## src/rtl/matmul_seq_ctrl.sv

```systemverilog
// -----------------------------------------------------------------------------
// matmul_seq_ctrl
// Top-level sequencer for the UART matrix multiplier.
//   1. Received UART bytes are written row-major into the A operand memory,
//      then into the B operand memory (N*N bytes each).
//   2. The multiplier is started with a one-cycle pulse and the sequencer
//      waits for its done indication.
//   3. The NxN result matrix is read back and streamed to the UART
//      transmitter, two bytes per element, MSB first.
//
// Ports
//   clk        in   system clock
//   rst        in   asynchronous active-low reset
//   rx_valid   in   one-cycle strobe, rx_byte holds a new byte
//   rx_byte    in   received byte
//   a_we       out  write enable, A memory
//   b_we       out  write enable, B memory
//   ld_addr    out  A/B write address (row-major index)
//   ld_data    out  A/B write data
//   mm_start   out  one-cycle start pulse to the multiplier
//   mm_done    in   multiplier finished (only looked at while waiting)
//   res_addr   out  result memory read address
//   res_rdata  in   result data, valid one cycle after res_addr
//   tx_start   out  one-cycle request to UART TX, tx_byte valid same cycle
//   tx_byte    out  byte to transmit
//   tx_busy    in   UART TX busy
//   busy       out  high from START until the final byte is handed to TX
//   ovf        out  sticky: a received byte was dropped outside loading
//   dbg_state  out  current FSM state (debug / checker visibility)
//
// Handshake: rx_valid is a one-cycle strobe with no back-pressure; a byte
// arriving outside LOAD_A/LOAD_B is dropped and flagged on ovf. Towards the
// transmitter a byte is handed over by a one-cycle tx_start, issued only
// after tx_busy was sampled low, and followed by a guard cycle in which
// tx_busy is ignored because the transmitter raises it one cycle late.
// -----------------------------------------------------------------------------
module matmul_seq_ctrl #(
    parameter int N  = 2,
    parameter int DW = 8,
    parameter int RW = 16,
    parameter int AW = 4
) (
    input  logic          clk,
    input  logic          rst,
    input  logic          rx_valid,
    input  logic [7:0]    rx_byte,
    output logic          a_we,
    output logic          b_we,
    output logic [AW-1:0] ld_addr,
    output logic [DW-1:0] ld_data,
    output logic          mm_start,
    input  logic          mm_done,
    output logic [AW-1:0] res_addr,
    input  logic [RW-1:0] res_rdata,
    output logic          tx_start,
    output logic [7:0]    tx_byte,
    input  logic          tx_busy,
    output logic          busy,
    output logic          ovf,
    output logic [3:0]    dbg_state
);

    localparam int            NN   = N * N;
    localparam logic [AW-1:0] LAST = AW'(NN - 1);

    typedef enum logic [3:0] {
        LOAD_A = 4'd0,
        LOAD_B = 4'd1,
        START  = 4'd2,
        WAIT   = 4'd3,
        FETCH  = 4'd4,
        TXH    = 4'd5,
        TXH_G  = 4'd6,
        TXL    = 4'd7,
        TXL_G  = 4'd8
    } state_t;

    state_t        state_q, state_d;
    logic [AW-1:0] cnt_q, cnt_d;
    logic [AW-1:0] k_q, k_d;
    logic          fetch_ph_q, fetch_ph_d;
    logic [RW-1:0] res_q, res_d;
    logic          a_we_q, a_we_d;
    logic          b_we_q, b_we_d;
    logic [AW-1:0] ld_addr_q, ld_addr_d;
    logic [DW-1:0] ld_data_q, ld_data_d;
    logic          mm_start_q, mm_start_d;
    logic [AW-1:0] res_addr_q, res_addr_d;
    logic          tx_start_q, tx_start_d;
    logic [7:0]    tx_byte_q, tx_byte_d;
    logic          busy_q, busy_d;
    logic          ovf_q, ovf_d;

    always_ff @(posedge clk or negedge rst) begin
        if (!rst) begin
            state_q    <= LOAD_A;
            cnt_q      <= '0;
            k_q        <= '0;
            fetch_ph_q <= 1'b0;
            res_q      <= '0;
            a_we_q     <= 1'b0;
            b_we_q     <= 1'b0;
            ld_addr_q  <= '0;
            ld_data_q  <= '0;
            mm_start_q <= 1'b0;
            res_addr_q <= '0;
            tx_start_q <= 1'b0;
            tx_byte_q  <= '0;
            busy_q     <= 1'b0;
            ovf_q      <= 1'b0;
        end else begin
            state_q    <= state_d;
            cnt_q      <= cnt_d;
            k_q        <= k_d;
            fetch_ph_q <= fetch_ph_d;
            res_q      <= res_d;
            a_we_q     <= a_we_d;
            b_we_q     <= b_we_d;
            ld_addr_q  <= ld_addr_d;
            ld_data_q  <= ld_data_d;
            mm_start_q <= mm_start_d;
            res_addr_q <= res_addr_d;
            tx_start_q <= tx_start_d;
            tx_byte_q  <= tx_byte_d;
            busy_q     <= busy_d;
            ovf_q      <= ovf_d;
        end
    end

    always_comb begin
        state_d    = state_q;
        cnt_d      = cnt_q;
        k_d        = k_q;
        fetch_ph_d = fetch_ph_q;
        res_d      = res_q;
        a_we_d     = 1'b0;
        b_we_d     = 1'b0;
        ld_addr_d  = ld_addr_q;
        ld_data_d  = ld_data_q;
        mm_start_d = 1'b0;
        res_addr_d = res_addr_q;
        tx_start_d = 1'b0;
        tx_byte_d  = tx_byte_q;
        busy_d     = busy_q;
        ovf_d      = ovf_q;

        // Bytes are only consumed while loading; anything else is dropped.
        if (rx_valid && (state_q != LOAD_A) && (state_q != LOAD_B)) begin
            ovf_d = 1'b1;
        end

        case (state_q)
            LOAD_A: begin
                if (rx_valid) begin
                    a_we_d    = 1'b1;
                    ld_addr_d = cnt_q;
                    ld_data_d = rx_byte;
                    if (cnt_q == LAST) begin
                        cnt_d   = '0;
                        state_d = LOAD_B;
                    end else begin
                        cnt_d = cnt_q + 1'b1;
                    end
                end
            end
            LOAD_B: begin
                if (rx_valid) begin
                    b_we_d    = 1'b1;
                    ld_addr_d = cnt_q;
                    ld_data_d = rx_byte;
                    if (cnt_q == LAST) begin
                        // Raised on entry so the registered pulse and busy
                        // line up with the START cycle itself.
                        cnt_d      = '0;
                        mm_start_d = 1'b1;
                        busy_d     = 1'b1;
                        state_d    = START;
                    end else begin
                        cnt_d = cnt_q + 1'b1;
                    end
                end
            end
            START: begin
                state_d = WAIT;
            end
            WAIT: begin
                if (mm_done) begin
                    res_addr_d = k_q;
                    fetch_ph_d = 1'b0;
                    state_d    = FETCH;
                end
            end
            FETCH: begin
                // Phase 0: address is out, memory registers it.
                // Phase 1: read data is valid and captured.
                if (!fetch_ph_q) begin
                    fetch_ph_d = 1'b1;
                end else begin
                    fetch_ph_d = 1'b0;
                    res_d      = res_rdata;
                    state_d    = TXH;
                end
            end
            TXH: begin
                if (!tx_busy) begin
                    tx_start_d = 1'b1;
                    tx_byte_d  = res_q[RW-1:RW-8];
                    state_d    = TXH_G;
                end
            end
            TXH_G: begin
                state_d = TXL;
            end
            TXL: begin
                if (!tx_busy) begin
                    tx_start_d = 1'b1;
                    tx_byte_d  = res_q[7:0];
                    state_d    = TXL_G;
                end
            end
            TXL_G: begin
                if (k_q == LAST) begin
                    busy_d  = 1'b0;
                    k_d     = '0;
                    state_d = LOAD_A;
                end else begin
                    k_d        = k_q + 1'b1;
                    res_addr_d = k_q + 1'b1;
                    fetch_ph_d = 1'b0;
                    state_d    = FETCH;
                end
            end
            default: begin
                state_d = LOAD_A;
            end
        endcase
    end

    assign a_we      = a_we_q;
    assign b_we      = b_we_q;
    assign ld_addr   = ld_addr_q;
    assign ld_data   = ld_data_q;
    assign mm_start  = mm_start_q;
    assign res_addr  = res_addr_q;
    assign tx_start  = tx_start_q;
    assign tx_byte   = tx_byte_q;
    assign busy      = busy_q;
    assign ovf       = ovf_q;
    assign dbg_state = state_q;

endmodule

```

## config.mk

```make
export PLATFORM = sky130hd
export DESIGN_NAME = matmul_seq_ctrl
export DESIGN_NICKNAME = d
export VERILOG_FILES = /design/src/rtl/matmul_seq_ctrl.sv
export SDC_FILE = /design/constraint.sdc
export NUM_CORES = 1
export LEC_CHECK = 0
export BUFFER_PORTS_ARGS = -buffer_cell sky130_fd_sc_hd__buf_2
export CORE_AREA = 2 2 72 88
export DETAILED_ROUTE_END_ITERATION = 8
export DIE_AREA = 0 0 74 90
export HOLD_SLACK_MARGIN = 0.1
export PLACE_DENSITY = 0.68
export SLEW_MARGIN = 20
export SYNTH_ARGS = -nofsm -noshare
export SYNTH_HDL_FRONTEND = slang
export SYNTH_SLANG_ARGS = --single-unit
```

## constraint.sdc

```tcl
create_clock -name clk -period 2.04 [get_ports clk]
set_input_delay 0.204 -clock clk [delete_from_list [all_inputs] [get_ports clk]]
set_output_delay 0.204 -clock clk [all_outputs]
set_load 0.01 [all_outputs]
```

Yosys cells after proc, flatten, opt, wreduce, memory -nomap -nowiden
Cells that the tools add are included.
{ "word_totals": {"regBits": 59, "in_bits": 29, "output_inout_bits": 34, "word_cells": 89} }
{ "op_classes": {"add_sub_neg": 2, "n_eq_ne": 21, "mux": 34, "reduce_logical": 17} }
{ "op_table": {"columns": ["cell", "count"], "rows": [
  ["$mux 4", 12],
  ["$pmux 4 s9", 1],
  ["$ne 2x2->1 const B", 10],
  ["$eq 4x2->1 const B", 4],
  ["$eq 4x3->1 const B", 4],
  ["$mux 8", 2],
  ["$pmux 8 s2", 1],
  ["$mux 1", 14],
  ["$reduce_and 3->1", 3],
  ["$add 4x1->4 const B", 2],
  ["$pmux 4 s2", 1],
  ["$reduce_and 8->1", 1],
  ["$reduce_bool 2->1", 3],
  ["$eq 4x1->1 const B", 1],
  ["$eq 4x4->1 const B", 1],
  ["$logic_not 4->1", 1],
  ["$ne 4x1->1 const B", 1],
  ["$reduce_and 2->1", 2],
  ["$reduce_and 4->1", 1],
  ["$reduce_bool 4->1", 1],
  ["$reduce_or 2->1", 2],
  ["$mux 3", 1],
  ["$pmux 1 s3", 1],
  ["$reduce_bool 3->1", 1],
  ["other kinds (2)", 3]
]} }

Depth between registers and ports, before layout
{ "logic_depth": {"word_depth": 4, "depth_mapped": 7} }

Worst setup path before layout
No wires, ideal clock.
{ "synth_timing": {"kind": "reg2reg", "startpoint": "reg state_q[0], in the netlist dbg_state[0]", "endpoint": "reg res_addr_q[3], in the netlist res_addr[3]", "arrival_ps": 1604, "required_time_ps": 1912, "path_slack_ps": 309, "path_stages_with_launch": 6, "path_cell_list": "dfrtp_1 > buf_6 > nor4b_4 > nand4_2 > xnor2_2 > mux2_1"} }
{ "synth_between": {"elab_chain_cells": 3, "word_cells_on_any_way": 7, "classes_between": "eq/ne (4); mux (1); reduce/logical (2)"} }
{ "synth_lines": {"columns": ["item", "line_no", "text"], "rows": [
  ["start, declared", "78", "state_t state_q, state_d;"],
  ["start signal, assigned", "112", "state_q <= state_d;"],
  ["$eq 4x4->1 or $eq 4x2->1 (tied branches)", "152", "case (state_q)"],
  ["$ne 2x2->1 (no line) or $reduce_bool 2->1 (tied branches)", null, null],
  ["$reduce_and 3->1 (no line)", null, null],
  ["end signal, assigned", "122", "res_addr_q <= res_addr_d;"],
  ["end, declared", "88", "logic [AW-1:0] res_addr_q, res_addr_d;"]
]} }
Several ways; a longest one is shown, not always the timed one.
A chain may end at the register's enable or synchronous reset.

Final worst setup path
Ends and elaborated chain as after synthesis.

==> summary.txt <==
Max incr delay on CP - 0.59 ns
HPWL after detailed placement - 3.575 mm
Reg-to-reg startpoint - dbg_state[0]$_DFFE_PN0P_
Port bufs - 62
Overall die area - 0.006660 mm^2
Sink Count - 59
HP Class - primary input to flip-flop
Mapped Area - 0.002541 mm^2
Root Driver - clkbuf_8
Clock Skews - 0.004992 ns
Per-cell routed wire length - 12.68 um
Top Ports - 63
Post-CTS Setup Repair Bufs - 0
Starting Density - 0.4339
Register area share after synthesis - 0.5810
Critical Path End Type - flip-flop
Final hold vios - 0
Longest Clk Path Bufs - 2
Rows - 31
Vias in the first global route - 1,979
Clk slew on worst S/H paths - 0.06 ns
Largest net degree at the start of global routing - 33
CP startpoint kind - flip-flop
Antenna violations before repair - 0
CP Buf/Inv Count - 0
Beginning of the worst hold path - res_rdata[11]
First-pass GRT wire length - 8.928 mm
Routed WL - 5.225 mm
Setup tns final - 0 ns
Static Leak - 1.712 nW
Final slew viol count - 0
CP cell instances - nor4b_4 > nand4_2 > xnor2_2 > mux2_1
Minimum clock period - 1.767 ns
DRT iter0 DRCs - 70
Tot GR Track Use - 0.1755
Reg2Reg Setup Slack - 0.27 ns
FF-to-FF path depth - 4
Ys flop type - dfrtp_1
Post-synthesis cell type count - 44
Synth Instances - 230
Yosys warns - 0
Total power - 4.566 mW
Drc violations - 0
Slowest cell on crit path - dfrtp_1
Syn_area_per_cell - 11.05 um^2
Vias - 1,974
Nets - 356
Final GP Congestion - 0.7532
Post-synth EDFFs - 0
Crit Path Max Fanout - 16
ANT cells - 0
Flops & latches, synth - 59
Cell Pwr Density - 1337 mW/mm^2
Post-synthesis net count - 261
Cell total after placement - 372
WS Path Type - flip-flop to flip-flop
CTS tree - done
CP arrival - 1.97 ns
Layout cells sized above 1 - 0.3364
Worst flop-to-flop path endpoint - res_addr[3]$_DFFE_PN0P_
Worst-margin pin slew - 0.6390 ns
CTS buffer count - 9
DRT antenna net count - 0
Final setup fails - 0
Die width - 74 um
H-Tree Depth - 3
Die height - 90 um
Max-slew headroom - 0.5740
Drt via density - 4.791
Layout Cells excl Fill - 412
Max-cap viol count - 0
RSZ-0062 raised after global routing - false
F_max - 565.8 MHz
Share of async-settable or async-resettable flops after synthesis - 1.000
Layout area overhead - 34.37%
Worst-skew pair later-pin latency - 0.33 ns
Grt total ovfl - 0
Status - finished clean
Worst EP required - 2.25 ns
Hold endpoint - res_q[11]$_DFFE_PN0P_
Initial DRT Pass Iterations - 4
Hold Buf Count CTS - 23
Area of the core - 0.005857 mm^2
Post-cts sizing count - 0
Worst hold stages - 2
Worst vdd ir - 0.6669 mV
Period utilization - 0.8664
CP top delay family - simple AND/OR/NAND/NOR gates
Worst setup startpoint - dbg_state[0]$_DFFE_PN0P_
worst register-to-register path, stage by stage (launching register included):
cell and delay, ns:
dfrtp_1 0.59, nor4b_4 0.43, nand4_2 0.18, xnor2_2 0.16
mux2_1 0.29
layer usage:
| layer | wire [um] | global-route usage | part of all wire |
|---|---|---|---|
| met5 | 0 | 0 | 0 |
| met4 | 87 | 0.07273 | 0.017 |
| met3 | 194 | 0.05717 | 0.037 |
| met2 | 2625 | 0.2902 | 0.50 |
| met1 | 2318 | 0.2047 | 0.44 |
synthesized netlist by cell type, types with 4 or more instances:
master    instances  area share
mux2_2           18       0.080
nand2b_1          4      0.0098
dfrtp_1          59        0.58
buf_2             6       0.012
o22ai_1          10       0.025
nand2_1          60       0.089
nor2_1            6      0.0089
o21ai_0          11       0.022
inv_1             4      0.0059
registers in the layout, summed over array words and instances (netlist names):
signal / count
ld_addr: 4
k_q: 4
cnt_q: 4
res_addr: 4
b_we: 1
tx_byte: 8
busy: 1
ld_data: 8
res_q: 16
fetch_ph_q: 1
ovf: 1
dbg_state: 4
mm_start: 1
a_we: 1
tx_start: 1
logic make-up (layout without fill, tap and decap cells):
logic type,count (synthesis),in the layout,synth area share
mux,20,20,0.08862
compound gates,38,38,0.09453
buf+inv,16,116,0.03397
xor+xnor,4,4,0.01674
flops,59,59,0.5810
fa+ha+maj,2,2,0.009846
simple gates,91,91,0.1753
final cells by class:
cell class | instances | area (um^2)
Inverter | 5 | 18.77
Tap cell | 82 | 102.6
Timing Repair Buffer | 95 | 630.6
Multi-Input combinational cell | 155 | 978.4
Clock inverter | 6 | 80.08
Clock buffer | 10 | 127.6
Sequential cell | 59 | 1476
Fill cell | 502 | 2442
metrics by stage:
stage                       util  setup slack [ns]  hold slack (ns)  instance area [um^2]
after floorplan                -            0.3085         -0.09159                  2541
after global placement    0.5065            0.3224           0.2608                  2967
after detailed placement  0.5065            0.2773           0.2652                  2967
after CTS                 0.5813            0.2692           0.1007                  3405
after global routing      0.5830            0.1710           0.1086                  3415
final                     0.5830            0.2725           0.1182                  3415
how the worst max path moves through the flow:
stage | slack [ns] | cells after the start | end
3_5_place_dp | 0.28 | 4 | res_addr[3]$_DFFE_PN0P_
3_3_place_gp | 0.32 | 5 | dbg_state[0]$_DFFE_PN0P_
6_report | 0.27 | 4 | res_addr[3]$_DFFE_PN0P_
2_1_floorplan | 0.31 | 5 | res_addr[3]$_DFFE_PN0P_
4_1_cts | 0.27 | 4 | res_addr[3]$_DFFE_PN0P_
5_1_grt | 0.17 | 5 | dbg_state[0]$_DFFE_PN0P_
power by group:
group | switching, mW | total (mW) | internal (mW)
Sequential | 0.331 | 1.93 | 1.60
Combinational | 0.781 | 1.52 | 0.738
Clock | 0.433 | 1.11 | 0.679
placed cells by master (no fill, tap or decap), drive strengths merged, types with 3 or more instances in the layout:
cell         count
dfrtp           59
a21oi            4
mux2            20
dlygate4sd3     24
o22ai           10
o21ai           14
clkinv           5
buf             71
nand2b           4
clkbuf          10
nand2           60
nor2             6
nand3            3
inv              4
xnor2            4
No activity file was read; power rests on OpenSTA's default activity.
